==> src/rtl/cpu_fmt_pkg.sv <==
// Shared constants, encodings and helpers for the CPU trace-line formatter.
// Characters, record kinds, FSM states and the double-dabble step live here.
package cpu_fmt_pkg;

    localparam logic [7:0] ASC_CARET  = 8'h5E;
    localparam logic [7:0] ASC_AT     = 8'h40;
    localparam logic [7:0] ASC_COLON  = 8'h3A;
    localparam logic [7:0] ASC_SPACE  = 8'h20;
    localparam logic [7:0] ASC_DOLLAR = 8'h24;
    localparam logic [7:0] ASC_STAR   = 8'h2A;
    localparam logic [7:0] ASC_LT     = 8'h3C;
    localparam logic [7:0] ASC_EQ     = 8'h3D;
    localparam logic [7:0] ASC_HASH   = 8'h23;

    localparam int unsigned CONV_CYCLES = 14;
    localparam logic [13:0] TIME_MAX    = 14'd9999;

    typedef enum logic {
        KIND_REG = 1'b0,
        KIND_MEM = 1'b1
    } kind_e;

    typedef enum logic [1:0] {
        ST_IDLE = 2'd0,
        ST_CONV = 2'd1,
        ST_EMIT = 2'd2
    } state_e;

    function automatic logic [7:0] hex_ascii(input logic [3:0] nib);
        if (nib < 4'd10) begin
            return 8'h30 + {4'h0, nib};
        end else begin
            return 8'h57 + {4'h0, nib};
        end
    endfunction

    function automatic logic [3:0] nib_of(input logic [31:0] word, input logic [2:0] idx);
        return word[4*idx +: 4];
    endfunction

    // One double-dabble iteration: add 3 to every digit >= 5, then shift in the next bit.
    function automatic logic [15:0] dd_step(input logic [15:0] bcd, input logic bit_in);
        logic [15:0] adj;
        adj = bcd;
        for (int i = 0; i < 4; i++) begin
            if (bcd[4*i +: 4] >= 4'd5) begin
                adj[4*i +: 4] = bcd[4*i +: 4] + 4'd3;
            end else begin
                adj[4*i +: 4] = bcd[4*i +: 4];
            end
        end
        return {adj[14:0], bit_in};
    endfunction

endpackage

==> src/rtl/cpu_fmt_bcd.sv <==
// Iterative 14-bit binary to 4-digit BCD converter, one bit per cycle.
// The start edge already consumes the MSB, so done pulses after 14 edges total.
module cpu_fmt_bcd
    import cpu_fmt_pkg::*;
(
    input  logic        clk,
    input  logic        rst_n,
    input  logic        start_i,
    input  logic [13:0] bin_i,
    output logic        done_o,
    output logic [15:0] bcd_o
);

    logic [13:0] sh_q;
    logic [15:0] bcd_q;
    logic [3:0]  cnt_q;
    logic        done_q;

    // Shift/add-3 datapath with a remaining-step counter.
    always_ff @(posedge clk or negedge rst_n) begin
        if (!rst_n) begin
            sh_q   <= 14'd0;
            bcd_q  <= 16'd0;
            cnt_q  <= 4'd0;
            done_q <= 1'b0;
        end else if (start_i) begin
            sh_q   <= {bin_i[12:0], 1'b0};
            bcd_q  <= {15'd0, bin_i[13]};
            cnt_q  <= 4'(CONV_CYCLES - 1);
            done_q <= 1'b0;
        end else if (cnt_q != 4'd0) begin
            sh_q   <= {sh_q[12:0], 1'b0};
            bcd_q  <= dd_step(bcd_q, sh_q[13]);
            cnt_q  <= cnt_q - 4'd1;
            done_q <= (cnt_q == 4'd1);
        end else begin
            done_q <= 1'b0;
        end
    end

    assign done_o = done_q;
    assign bcd_o  = bcd_q;

endmodule

==> src/rtl/cpu_formatter.sv <==
// Formats register/memory write records into ASCII trace lines, one character
// per handshake, after converting the timestamp to decimal.
module cpu_formatter
    import cpu_fmt_pkg::*;
(
    input  logic        clk,
    input  logic        reset,
    input  logic        in_valid,
    output logic        in_ready,
    input  logic        in_kind,
    input  logic [13:0] in_time,
    input  logic [31:0] in_pc,
    input  logic [4:0]  in_reg,
    input  logic [31:0] in_addr,
    input  logic [31:0] in_data,
    output logic [7:0]  out_char,
    output logic        out_valid,
    input  logic        out_ready,
    output logic        frame_done
);

    state_e      state_q;
    kind_e       kind_q;
    logic [31:0] pc_q;
    logic [4:0]  reg_q;
    logic [31:0] addr_q;
    logic [31:0] data_q;
    logic [5:0]  idx_q;
    logic [7:0]  char_q;
    logic        valid_q;

    logic        accept_s;
    logic [13:0] time_sat_s;
    logic        bcd_done_s;
    logic [15:0] bcd_s;

    logic [5:0]  tlen_s;
    logic [5:0]  rlen_s;
    logic [5:0]  vlen_s;
    logic [3:0]  reg_tens_s;
    logic [3:0]  reg_ones_s;
    logic [5:0]  k_s;
    logic [5:0]  j_s;
    logic [5:0]  m_s;
    logic [5:0]  n_s;
    logic [7:0]  next_char_d;

    assign in_ready   = (state_q == ST_IDLE);
    assign accept_s   = in_valid && (state_q == ST_IDLE);
    assign time_sat_s = (in_time > TIME_MAX) ? TIME_MAX : in_time;

    cpu_fmt_bcd u_bcd (
        .clk     (clk),
        .rst_n   (reset),
        .start_i (accept_s),
        .bin_i   (time_sat_s),
        .done_o  (bcd_done_s),
        .bcd_o   (bcd_s)
    );

    // Field lengths: significant timestamp digits and register-number split.
    always_comb begin
        if (bcd_s[15:12] != 4'd0) begin
            tlen_s = 6'd4;
        end else if (bcd_s[11:8] != 4'd0) begin
            tlen_s = 6'd3;
        end else if (bcd_s[7:4] != 4'd0) begin
            tlen_s = 6'd2;
        end else begin
            tlen_s = 6'd1;
        end

        if (reg_q >= 5'd30) begin
            reg_tens_s = 4'd3;
            reg_ones_s = 4'(reg_q - 5'd30);
        end else if (reg_q >= 5'd20) begin
            reg_tens_s = 4'd2;
            reg_ones_s = 4'(reg_q - 5'd20);
        end else if (reg_q >= 5'd10) begin
            reg_tens_s = 4'd1;
            reg_ones_s = 4'(reg_q - 5'd10);
        end else begin
            reg_tens_s = 4'd0;
            reg_ones_s = 4'(reg_q);
        end

        rlen_s = (reg_tens_s != 4'd0) ? 6'd2 : 6'd1;
        vlen_s = (kind_q == KIND_MEM) ? 6'd8 : rlen_s;
    end

    // Character at the next index; j, m, n are offsets past T, past the kind
    // symbol, and past the register/address field respectively.
    always_comb begin
        k_s = idx_q + 6'd1;
        j_s = k_s - 6'd1 - tlen_s;
        m_s = j_s - 6'd12;
        n_s = m_s - vlen_s;
        next_char_d = 8'h00;
        if (k_s <= tlen_s) begin
            next_char_d = hex_ascii(nib_of({16'h0000, bcd_s}, 3'(tlen_s - k_s)));
        end else if (j_s == 6'd0) begin
            next_char_d = ASC_AT;
        end else if (j_s <= 6'd8) begin
            next_char_d = hex_ascii(nib_of(pc_q, 3'(6'd8 - j_s)));
        end else if (j_s == 6'd9) begin
            next_char_d = ASC_COLON;
        end else if (j_s == 6'd10) begin
            next_char_d = ASC_SPACE;
        end else if (j_s == 6'd11) begin
            next_char_d = (kind_q == KIND_MEM) ? ASC_STAR : ASC_DOLLAR;
        end else if (m_s < vlen_s) begin
            if (kind_q == KIND_MEM) begin
                next_char_d = hex_ascii(nib_of(addr_q, 3'(6'd7 - m_s)));
            end else if ((rlen_s == 6'd2) && (m_s == 6'd0)) begin
                next_char_d = hex_ascii(reg_tens_s);
            end else begin
                next_char_d = hex_ascii(reg_ones_s);
            end
        end else begin
            case (n_s)
                6'd0:    next_char_d = ASC_SPACE;
                6'd1:    next_char_d = ASC_LT;
                6'd2:    next_char_d = ASC_EQ;
                6'd3:    next_char_d = ASC_SPACE;
                6'd12:   next_char_d = ASC_HASH;
                default: begin
                    if ((n_s >= 6'd4) && (n_s <= 6'd11)) begin
                        next_char_d = hex_ascii(nib_of(data_q, 3'(6'd11 - n_s)));
                    end else begin
                        next_char_d = 8'h00;
                    end
                end
            endcase
        end
    end

    // Frame FSM: latch record, wait for BCD, then stream characters.
    always_ff @(posedge clk or negedge reset) begin
        if (!reset) begin
            state_q <= ST_IDLE;
            kind_q  <= KIND_REG;
            pc_q    <= 32'd0;
            reg_q   <= 5'd0;
            addr_q  <= 32'd0;
            data_q  <= 32'd0;
            idx_q   <= 6'd0;
            char_q  <= 8'h00;
            valid_q <= 1'b0;
        end else begin
            case (state_q)
                ST_IDLE: begin
                    if (in_valid) begin
                        state_q <= ST_CONV;
                        kind_q  <= kind_e'(in_kind);
                        pc_q    <= in_pc;
                        reg_q   <= in_reg;
                        addr_q  <= in_addr;
                        data_q  <= in_data;
                        idx_q   <= 6'd0;
                    end
                end
                ST_CONV: begin
                    if (bcd_done_s) begin
                        state_q <= ST_EMIT;
                        idx_q   <= 6'd0;
                        char_q  <= ASC_CARET;
                        valid_q <= 1'b1;
                    end
                end
                ST_EMIT: begin
                    if (valid_q && out_ready) begin
                        if (char_q == ASC_HASH) begin
                            state_q <= ST_IDLE;
                            idx_q   <= 6'd0;
                            char_q  <= 8'h00;
                            valid_q <= 1'b0;
                        end else begin
                            idx_q  <= k_s;
                            char_q <= next_char_d;
                        end
                    end
                end
                default: begin
                    state_q <= ST_IDLE;
                    idx_q   <= 6'd0;
                    char_q  <= 8'h00;
                    valid_q <= 1'b0;
                end
            endcase
        end
    end

    assign out_char   = char_q;
    assign out_valid  = valid_q;
    assign frame_done = valid_q && out_ready && (char_q == ASC_HASH);

endmodule

==> config.mk <==
export PLATFORM = sky130hd
export DESIGN_NAME = cpu_formatter
export DESIGN_NICKNAME = d
export VERILOG_FILES = /design/src/rtl/cpu_fmt_pkg.sv /design/src/rtl/cpu_fmt_bcd.sv /design/src/rtl/cpu_formatter.sv
export SDC_FILE = /design/constraint.sdc
export NUM_CORES = 1
export LEC_CHECK = 0
export CELL_PAD_IN_SITES_DETAIL_PLACEMENT = 1
export CELL_PAD_IN_SITES_GLOBAL_PLACEMENT = 2
export CORE_ASPECT_RATIO = 1.1
export CORE_UTILIZATION = 36
export DETAILED_ROUTE_END_ITERATION = 12
export GPL_TIMING_DRIVEN = 1
export PLACE_DENSITY = 0.93
export SETUP_SLACK_MARGIN = 0.15
export SLEW_MARGIN = 20
export SYNTH_ARGS = -nofsm -noshare
export SYNTH_HDL_FRONTEND = slang
export SYNTH_SLANG_ARGS = --single-unit
==> constraint.sdc <==
create_clock -name clk -period 9.2 [get_ports clk]
set_clock_uncertainty 0.15 [all_clocks]
set_input_delay 1.84 -clock clk [delete_from_list [all_inputs] [get_ports clk]]
set_output_delay 1.84 -clock clk [all_outputs]
set_load 0.02 [all_outputs]
==> run summary, run 1 <==
The cell taking the most area after synthesis is sky130_fd_sc_hd__dfrtp_1. The CTS buffer count is 17. The wire length of the first global-routing pass is 46.49 mm. By count the netlist is led by 410 x sky130_fd_sc_hd__nand2_1, 152 x sky130_fd_sc_hd__dfrtp_1, 62 x sky130_fd_sc_hd__nor2_1. The post-route antenna net violation count came out at 0. The prevailing post-synth register cell is sky130_fd_sc_hd__dfrtp_1.

Compared with the post-synthesis result, the final layout area differs by 23.07%. In the final design database the tool counted 1403 nets. The cell area that synthesis handed to floorplanning was 0.009542 sq mm. Once placement completed, the tool counted placed cells totaling 1574.

Ranked by total cell area, the synthesized netlist is headed by sky130_fd_sc_hd__dfrtp_1 40%, sky130_fd_sc_hd__nand2_1 16%, sky130_fd_sc_hd__ha_1 5.2%. The post-synthesis net count came out at 1301. The max-slew violation total from the final report came to 0. The horizontal die dimension came out at 157.2 um.

The largest net degree at the start of global routing came out at 81. The post-synthesis sequential element count is 152. The finished cells cover 0.01174 sq mm. The area of combinational cells with multiple inputs came out at 0.005404 sq mm. The area of all sequential standard cells is 0.003804 sq mm. Measured along the y axis, the die boundary spans 172.8 um. The highest achievable clock rate is 184.8 MHz.

The post-CTS setup buffer count came out at 0. The endpoint of the worst-slack reg-to-reg timing path is out_char[1]$_DFFE_PN0P_. The number of antenna diodes in the final layout is 0.

The TritonCTS clock tree is built. The number of cells on the worst reg-to-reg path is 16. The flow ran to the end, and the final reports show no timing, DRC or antenna violations.

After legalization and detailed placement, the total HPWL measured 20.18 mm. The number of detailed-route iterations in the first pass is 4. In this run the number of H-tree levels came out at 4. Across all register-to-register paths, the minimum setup slack is 3.79 ns. The proportion of netlist area held by the largest area contributor came out at 0.3986. A synthesized cell averages 8.377 sq um. The DRC violation count after routing is 0.

The via count of the first global-routing pass is 9023. The number of hold buffers added after CTS was 0. The max-capacitance violation count came out at 0. The tightest min-delay check is of the register to register type. The post-detailed-route via-to-cell ratio is 5.265.

In the final routed layout, each cell accounts on average for 17.58 um. The count of filler cells inserted in the layout is 3137. After synthesis, the netlist uses 73 different library cells. The share of flip-flops with an asynchronous set or reset came out at 1.000. Counting every instance in the synthesized netlist gives 1139. The number of ports placed on the die boundary came out at 131.

The data arrival time of the critical path came out at 5.62 ns. The share of the Yosys chip area taken by registers is 0.3986. The aggregate global-route resource usage is 0.2183. The Yosys step of the flow raised 0 warnings.

The final-report hold violation count came to 0. The classification of the worst setup path is register to register. The most common cell in the netlist is sky130_fd_sc_hd__nand2_1. The post-route clock period utilization is 0.5882. The layout cell share with drive strength beyond 1 is 0.07496. The initial cell density of the core is 0.3661. The measured slew at the worst slew-check pin came out at 1.057 ns. Leaving out filler cells and counting taps, the final layout contains 1606. The final weighted congestion of routability-driven global placement is 0.9068. The total number of vias is 8455.

The clock latency on the worst-skew pair came out at 0.44 ns. The tree is rooted in a sky130_fd_sc_hd__clkbuf_16. The count of flip-flops with a built-in enable after synthesis is 0.

The routed wire length came out at 28.23 mm. Along the worst path, the maximum fanout reaches 23. The placeable core area is 0.02607 sq mm.

The kind of start point of the critical path is a register. The number of DRC violations after detailed-routing iteration 0 came out at 352. The total setup violations reported at the end of the flow came out at 0. The smallest clock period supported by the final layout is computed as 5.412 ns. The post-cts gate resize count is 0. The remaining global-route overflow is 0.

The data required time at the worst endpoint came out at 9.40 ns. Headroom to the max-slew limit came out at 0.2954. The die footprint is 0.02716 sq mm.

The worst hold path startpoint is addr_q[7]$_DFFE_PN0P_. The count of cells along the worst hold path came out at 2. The initial antenna violation count came out at 0. The total placed instance area is 0.01113 sq mm.

Row generation in the floorplan step produced 62 rows. The clock-pin slew on the worst setup and hold paths came out at 0.07 ns. The startpoint of the lowest-slack register-to-register path is u_bcd.bcd_o[4]$_DFFE_PN0P_. The number of sinks handled by clock tree synthesis came out at 152.

The accumulated negative setup slack came out at 0 ns. The buffer levels on the longest clock path came out at 2. STA classifies the critical path endpoint as a register.

Setup repair after global routing left no endpoint under its margin. The count of input and output buffers is 129. The endpoint of the worst hold-timing path is addr_q[7]$_DFFE_PN0P_.
[metrics by stage]
step	util	hold WS (ns)	setup WS, ns
finish	0.4505	0.3272	3.788
CTS	0.4503	0.3269	3.497
global placement	0.4268	0.3035	3.702
floorplan	-	0.2903	4.391
detailed placement	0.4268	0.3115	3.521
global route	0.4505	0.3361	3.377
[flip-flops by register name, summed over array words and instances, names as in the netlist]
| signal | count |
|---|---|
| kind_q | 1 |
| pc_q | 32 |
| out_char | 7 |
| u_bcd.sh_q | 13 |
| u_bcd.cnt_q | 4 |
| out_valid | 1 |
| state_q | 2 |
| data_q | 32 |
| reg_q | 5 |
| u_bcd.bcd_o | 16 |
| addr_q | 32 |
| idx_q | 6 |
| u_bcd.done_o | 1 |
[placed cells by master (no fill, tap or decap), types with 5 or more instances in the layout]
cell,n
sky130_fd_sc_hd__a211oi_1,9
sky130_fd_sc_hd__a21oi_1,52
sky130_fd_sc_hd__a31oi_1,14
sky130_fd_sc_hd__a32oi_1,5
sky130_fd_sc_hd__and2_1,8
sky130_fd_sc_hd__buf_4,6
sky130_fd_sc_hd__clkbuf_16,17
sky130_fd_sc_hd__clkdlybuf4s50_1,128
sky130_fd_sc_hd__dfrtp_1,152
sky130_fd_sc_hd__ha_1,39
sky130_fd_sc_hd__inv_1,34
sky130_fd_sc_hd__inv_6,6
sky130_fd_sc_hd__mux2i_1,19
sky130_fd_sc_hd__mux4_2,22
sky130_fd_sc_hd__nand2_1,409
sky130_fd_sc_hd__nand2b_1,7
sky130_fd_sc_hd__nand3_1,17
sky130_fd_sc_hd__nand4_1,10
sky130_fd_sc_hd__nor2_1,62
sky130_fd_sc_hd__nor2b_1,25
sky130_fd_sc_hd__nor3_1,10
sky130_fd_sc_hd__o211ai_1,21
sky130_fd_sc_hd__o21ai_0,50
sky130_fd_sc_hd__o21ai_1,5
sky130_fd_sc_hd__o31ai_1,11
sky130_fd_sc_hd__xnor2_1,18
sky130_fd_sc_hd__xor2_1,9
[per-layer routing]
| metal | wire length (um) | vias up | track usage |
|---|---|---|---|
| met1 | 12550 | 4145 | 0.2828 |
| met3 | 977 | 51 | 0.02932 |
| li1 | - | 4078 | - |
| met5 | 0 | - | 0 |
| met2 | 14010 | 181 | 0.3687 |
| met4 | 688 | 0 | 0.08091 |
[worst max path at each step]
stage	startpoint	depth (start not counted)	slack (ns)	end
floorplan	u_bcd.bcd_o[4]$_DFFE_PN0P_	19	4.39	out_char[3]$_DFFE_PN0P_
global placement	u_bcd.bcd_o[4]$_DFFE_PN0P_	17	3.70	out_char[2]$_DFFE_PN0P_
detailed placement	u_bcd.bcd_o[4]$_DFFE_PN0P_	17	3.52	out_char[2]$_DFFE_PN0P_
CTS	u_bcd.bcd_o[4]$_DFFE_PN0P_	17	3.50	out_char[2]$_DFFE_PN0P_
global route	u_bcd.bcd_o[4]$_DFFE_PN0P_	16	3.38	out_char[1]$_DFFE_PN0P_
finish	u_bcd.bcd_o[4]$_DFFE_PN0P_	16	3.79	out_char[1]$_DFFE_PN0P_
[cell type report]
type / instances / share of cell area
clock buffers: 18 / 0.03655
clock inverters: 14 / 0.01545
inverters: 36 / 0.01151
multi-input cells: 898 / 0.4602
flip-flops and latches: 152 / 0.3239
well taps: 352 / 0.03751
repair buffers: 136 / 0.1149
[critical path: stages, from the launching register on]
cell and delay [ns]:
sky130_fd_sc_hd__dfrtp_1 0.43, sky130_fd_sc_hd__inv_1 0.06, sky130_fd_sc_hd__ha_1 0.24, sky130_fd_sc_hd__and2_1 0.16
sky130_fd_sc_hd__o21ai_0 0.23, sky130_fd_sc_hd__ha_1 0.22, sky130_fd_sc_hd__inv_1 0.06, sky130_fd_sc_hd__fa_1 0.48
sky130_fd_sc_hd__xnor2_4 0.67, sky130_fd_sc_hd__inv_2 0.41, sky130_fd_sc_hd__xnor2_1 0.69, sky130_fd_sc_hd__mux2i_1 0.38
sky130_fd_sc_hd__ha_1 0.30, sky130_fd_sc_hd__a211o_1 0.25, sky130_fd_sc_hd__o21ai_0 0.26, sky130_fd_sc_hd__a211oi_1 0.14
sky130_fd_sc_hd__o21ai_1 0.17
[logic make-up after synthesis]
group / after synthesis / synth area share
AO/OA/AOI/OAI: 203 / 0.1397
XOR/XNOR: 34 / 0.03973
adder cells (fa/ha/maj): 42 / 0.05665
buffers and inverters: 89 / 0.03632
flip-flops: 152 / 0.3986
multiplexers: 44 / 0.07540
other: 1 / 0.0003930
AND/OR/NAND/NOR: 574 / 0.2532
Power of run 1 is not shown: default switching activity piles up to over one toggle a cycle in this logic, so the estimate is an artifact.
==> run 2: changes to the inputs <==
--- a/config.mk
+++ b/config.mk
@@ -8,10 +8,10 @@
 export CELL_PAD_IN_SITES_DETAIL_PLACEMENT = 1
 export CELL_PAD_IN_SITES_GLOBAL_PLACEMENT = 2
 export CORE_ASPECT_RATIO = 1.1
-export CORE_UTILIZATION = 36
+export CORE_UTILIZATION = 33
 export DETAILED_ROUTE_END_ITERATION = 12
 export GPL_TIMING_DRIVEN = 1
-export PLACE_DENSITY = 0.93
+export PLACE_DENSITY = 0.87
 export SETUP_SLACK_MARGIN = 0.15
 export SLEW_MARGIN = 20
 export SYNTH_ARGS = -nofsm -noshare
==> constraint.sdc (replaced) <==
create_clock -name clk -period 5.4 [get_ports clk]
set_clock_uncertainty 0.15 [all_clocks]
set_input_delay 1.08 -clock clk [delete_from_list [all_inputs] [get_ports clk]]
set_output_delay 1.08 -clock clk [all_outputs]
set_load 0.02 [all_outputs]
==> run 2 against run 1 <==
Design area up 0.52%. Global-route usage down 2.4 points. Utilization down 3.1 points. Setup slack worse by 3.3 ns. Largest cell class unchanged.
==> run summary, run 2 (synthesized netlist as in run 1, its figures left out) <==
The number of DRC violations after detailed-routing iteration 0 came out at 354. The worst setup path is captured at a register. The kind of start point of the critical path is a register. The final weighted congestion of routability-driven global placement is 0.8400. Among cell families on the critical path, the largest total delay comes from adder cells.

The clock-pin slew on the worst setup and hold paths came out at 0.07 ns. CTS placed an instance of sky130_fd_sc_hd__clkbuf_16 at the clock tree root. In the global route stage, overall resource usage came out at 0.1944. The final-report hold violation count is 0. The post-route clock period utilization came out at 0.9144. The total number of vias is 8358. The routed wire length is 27.30 mm. The wire length of the first global-routing pass is 45.85 mm. The top fanout value on the critical path is 8.

The minimum period implied by the final worst setup slack is 4.938 ns. The highest-delay cell along the critical path is sky130_fd_sc_hd__fa_2. The CTS buffer count is 17. The via count of the first global-routing pass came out at 8819. The remaining global-route overflow came out at 0. The data arrival time of the critical path is 5.08 ns. The DRC violation count after routing came out at 0.

The combined buffer and inverter count along the critical path is 3. Detailed placement ended at an HPWL of 19.96 mm. The floorplan step set the die height to 180.3 um. At the pin with the least slew margin, the transition time is 0.9887 ns. Adding up every negative setup slack in the final design gives 0 ns. The register-to-register setup slack came out at 0.46 ns.

The die covers 0.02960 sq mm. The placeable core area is 0.02811 sq mm. The max-slew violation total from the final report came to 0. The average detailed-routed wire length per instance is 16.81 um. The flow ran to the end, and the final reports show no timing, DRC or antenna violations.

The library cell used most frequently in the layout, excluding fill and tap cells, is sky130_fd_sc_hd__nand2_1. Timing would allow up to 202.5 MHz. TritonCTS built the clock tree. The signal on the critical path passes through inv_1, ha_1, and2_1, o21ai_0, ha_1, inv_1, fa_2, inv_1, ha_1, nor2b_1, or3_4, a21oi_1, xnor3_1, xnor2_1, a211oi_2, a31oi_4, a2111oi_2, a22oi_1. The tightest min-delay check is of the register to register type.

The buffer levels on the longest clock path is 2. The total setup violations reported at the end of the flow is 0. The library cells used most frequently in the layout, excluding fill and tap cells, are 408 x sky130_fd_sc_hd__nand2_1, 152 x sky130_fd_sc_hd__dfrtp_1, 128 x sky130_fd_sc_hd__clkdlybuf4s50_1. 0 antenna diodes ended up in the layout. The post-CTS setup buffer count is 0. In the final layout, the share of cells above drive strength 1 is 0.08327. The data required time at the worst endpoint came out at 5.55 ns. The count of nets left with antenna violations once routing finished came out at 0. The count of input and output buffers is 129. The layout net count is 1410.

The horizontal die dimension is 164.1 um. The number of sinks handled by clock tree synthesis came out at 152. The critical path is of the register to register type.

The number of levels in the clock H-tree is 4. The pre-antenna-repair detailed-routing pass consisted of 5 iterations. Setup repair after global routing left no endpoint under its margin. The layout-stage area growth over the synthesis result is 23.71%.

The relative max-transition margin is 0.3409. The number of cell rows is 64. The number of ports placed on the die boundary came out at 131.

The initial cell density of the core came out at 0.3395. The post-detailed-route via-to-cell ratio came out at 5.147. The delay of the slowest critical-path stage is 0.69 ns.

The tool flagged a number of max-cap violations equal to 0. The largest registers in the layout are addr_q x32, data_q x32, pc_q x32. The clock reaches the later pin of the worst-skew pair after 0.44 ns. The largest net degree at the start of global routing is 99.

The initial antenna violation count is 0.
[run 2: final cells by class]
class,count,area [sq um]
tap,363,454.2
fill,3321,16300
clock inverter,15,175.2
clock buffer,17,425.4
multi-input combinational,898,5413
sequential,152,3804
inverter,36,135.1
timing repair buffer,143,1398
[run 2: stage by stage]
step / worst slack [ns] / utilization / area, sq um / hold slack [ns] / std cells
floorplan: 0.5908 / - / 9542 / 0.2903 / 1139
global placement: 0.3542 / 0.3982 / 11190 / 0.3026 / 1592
detailed placement: 0.2855 / 0.3982 / 11190 / 0.3118 / 1592
CTS: 0.2215 / 0.4196 / 11790 / 0.3295 / 1624
global route: 0.1631 / 0.4200 / 11800 / 0.3416 / 1624
finish: 0.4623 / 0.4200 / 11800 / 0.3212 / 1624
[run 2: worst paths after layout]
kind	from	endpoint	depth (start not counted)
max	u_bcd.bcd_o[4]$_DFFE_PN0P_	out_char[3]$_DFFE_PN0P_	18
min	data_q[23]$_DFFE_PN0P_	data_q[23]$_DFFE_PN0P_	2
max reg2reg	u_bcd.bcd_o[4]$_DFFE_PN0P_	out_char[3]$_DFFE_PN0P_	18
min reg2reg	data_q[23]$_DFFE_PN0P_	data_q[23]$_DFFE_PN0P_	2
max in group asynchronous	reset	pc_q[30]$_DFFE_PN0P_	2
min in group asynchronous	reset	data_q[8]$_DFFE_PN0P_	1
[run 2: worst reg2reg max path: stages, from the launching register on]
cell and delay (ns):
sky130_fd_sc_hd__dfrtp_1 0.45, sky130_fd_sc_hd__inv_1 0.07, sky130_fd_sc_hd__ha_1 0.25, sky130_fd_sc_hd__and2_1 0.18, sky130_fd_sc_hd__o21ai_0 0.29, sky130_fd_sc_hd__ha_1 0.24
sky130_fd_sc_hd__inv_1 0.06, sky130_fd_sc_hd__fa_2 0.69, sky130_fd_sc_hd__inv_1 0.17, sky130_fd_sc_hd__ha_1 0.31, sky130_fd_sc_hd__nor2b_1 0.14, sky130_fd_sc_hd__or3_4 0.34
sky130_fd_sc_hd__a21oi_1 0.17, sky130_fd_sc_hd__xnor3_1 0.27, sky130_fd_sc_hd__xnor2_1 0.15, sky130_fd_sc_hd__a211oi_2 0.32, sky130_fd_sc_hd__a31oi_4 0.11, sky130_fd_sc_hd__a2111oi_2 0.33
sky130_fd_sc_hd__a22oi_1 0.14
[run 2: repair_timing]
| action | CTS | global route |
|---|---|---|
| gates resized for setup | 0 | 3 |
| hold buffers | 0 | 0 |
| endpoints found under the setup margin | 0 | 6 |
[run 2: routing by layer]
layer  share of wire  GRT usage
met3           0.029    0.02762
met4           0.015    0.05296
met2            0.49     0.3262
met1            0.47     0.2591
met5               0          0
Power of run 2 is left out for the same reason.
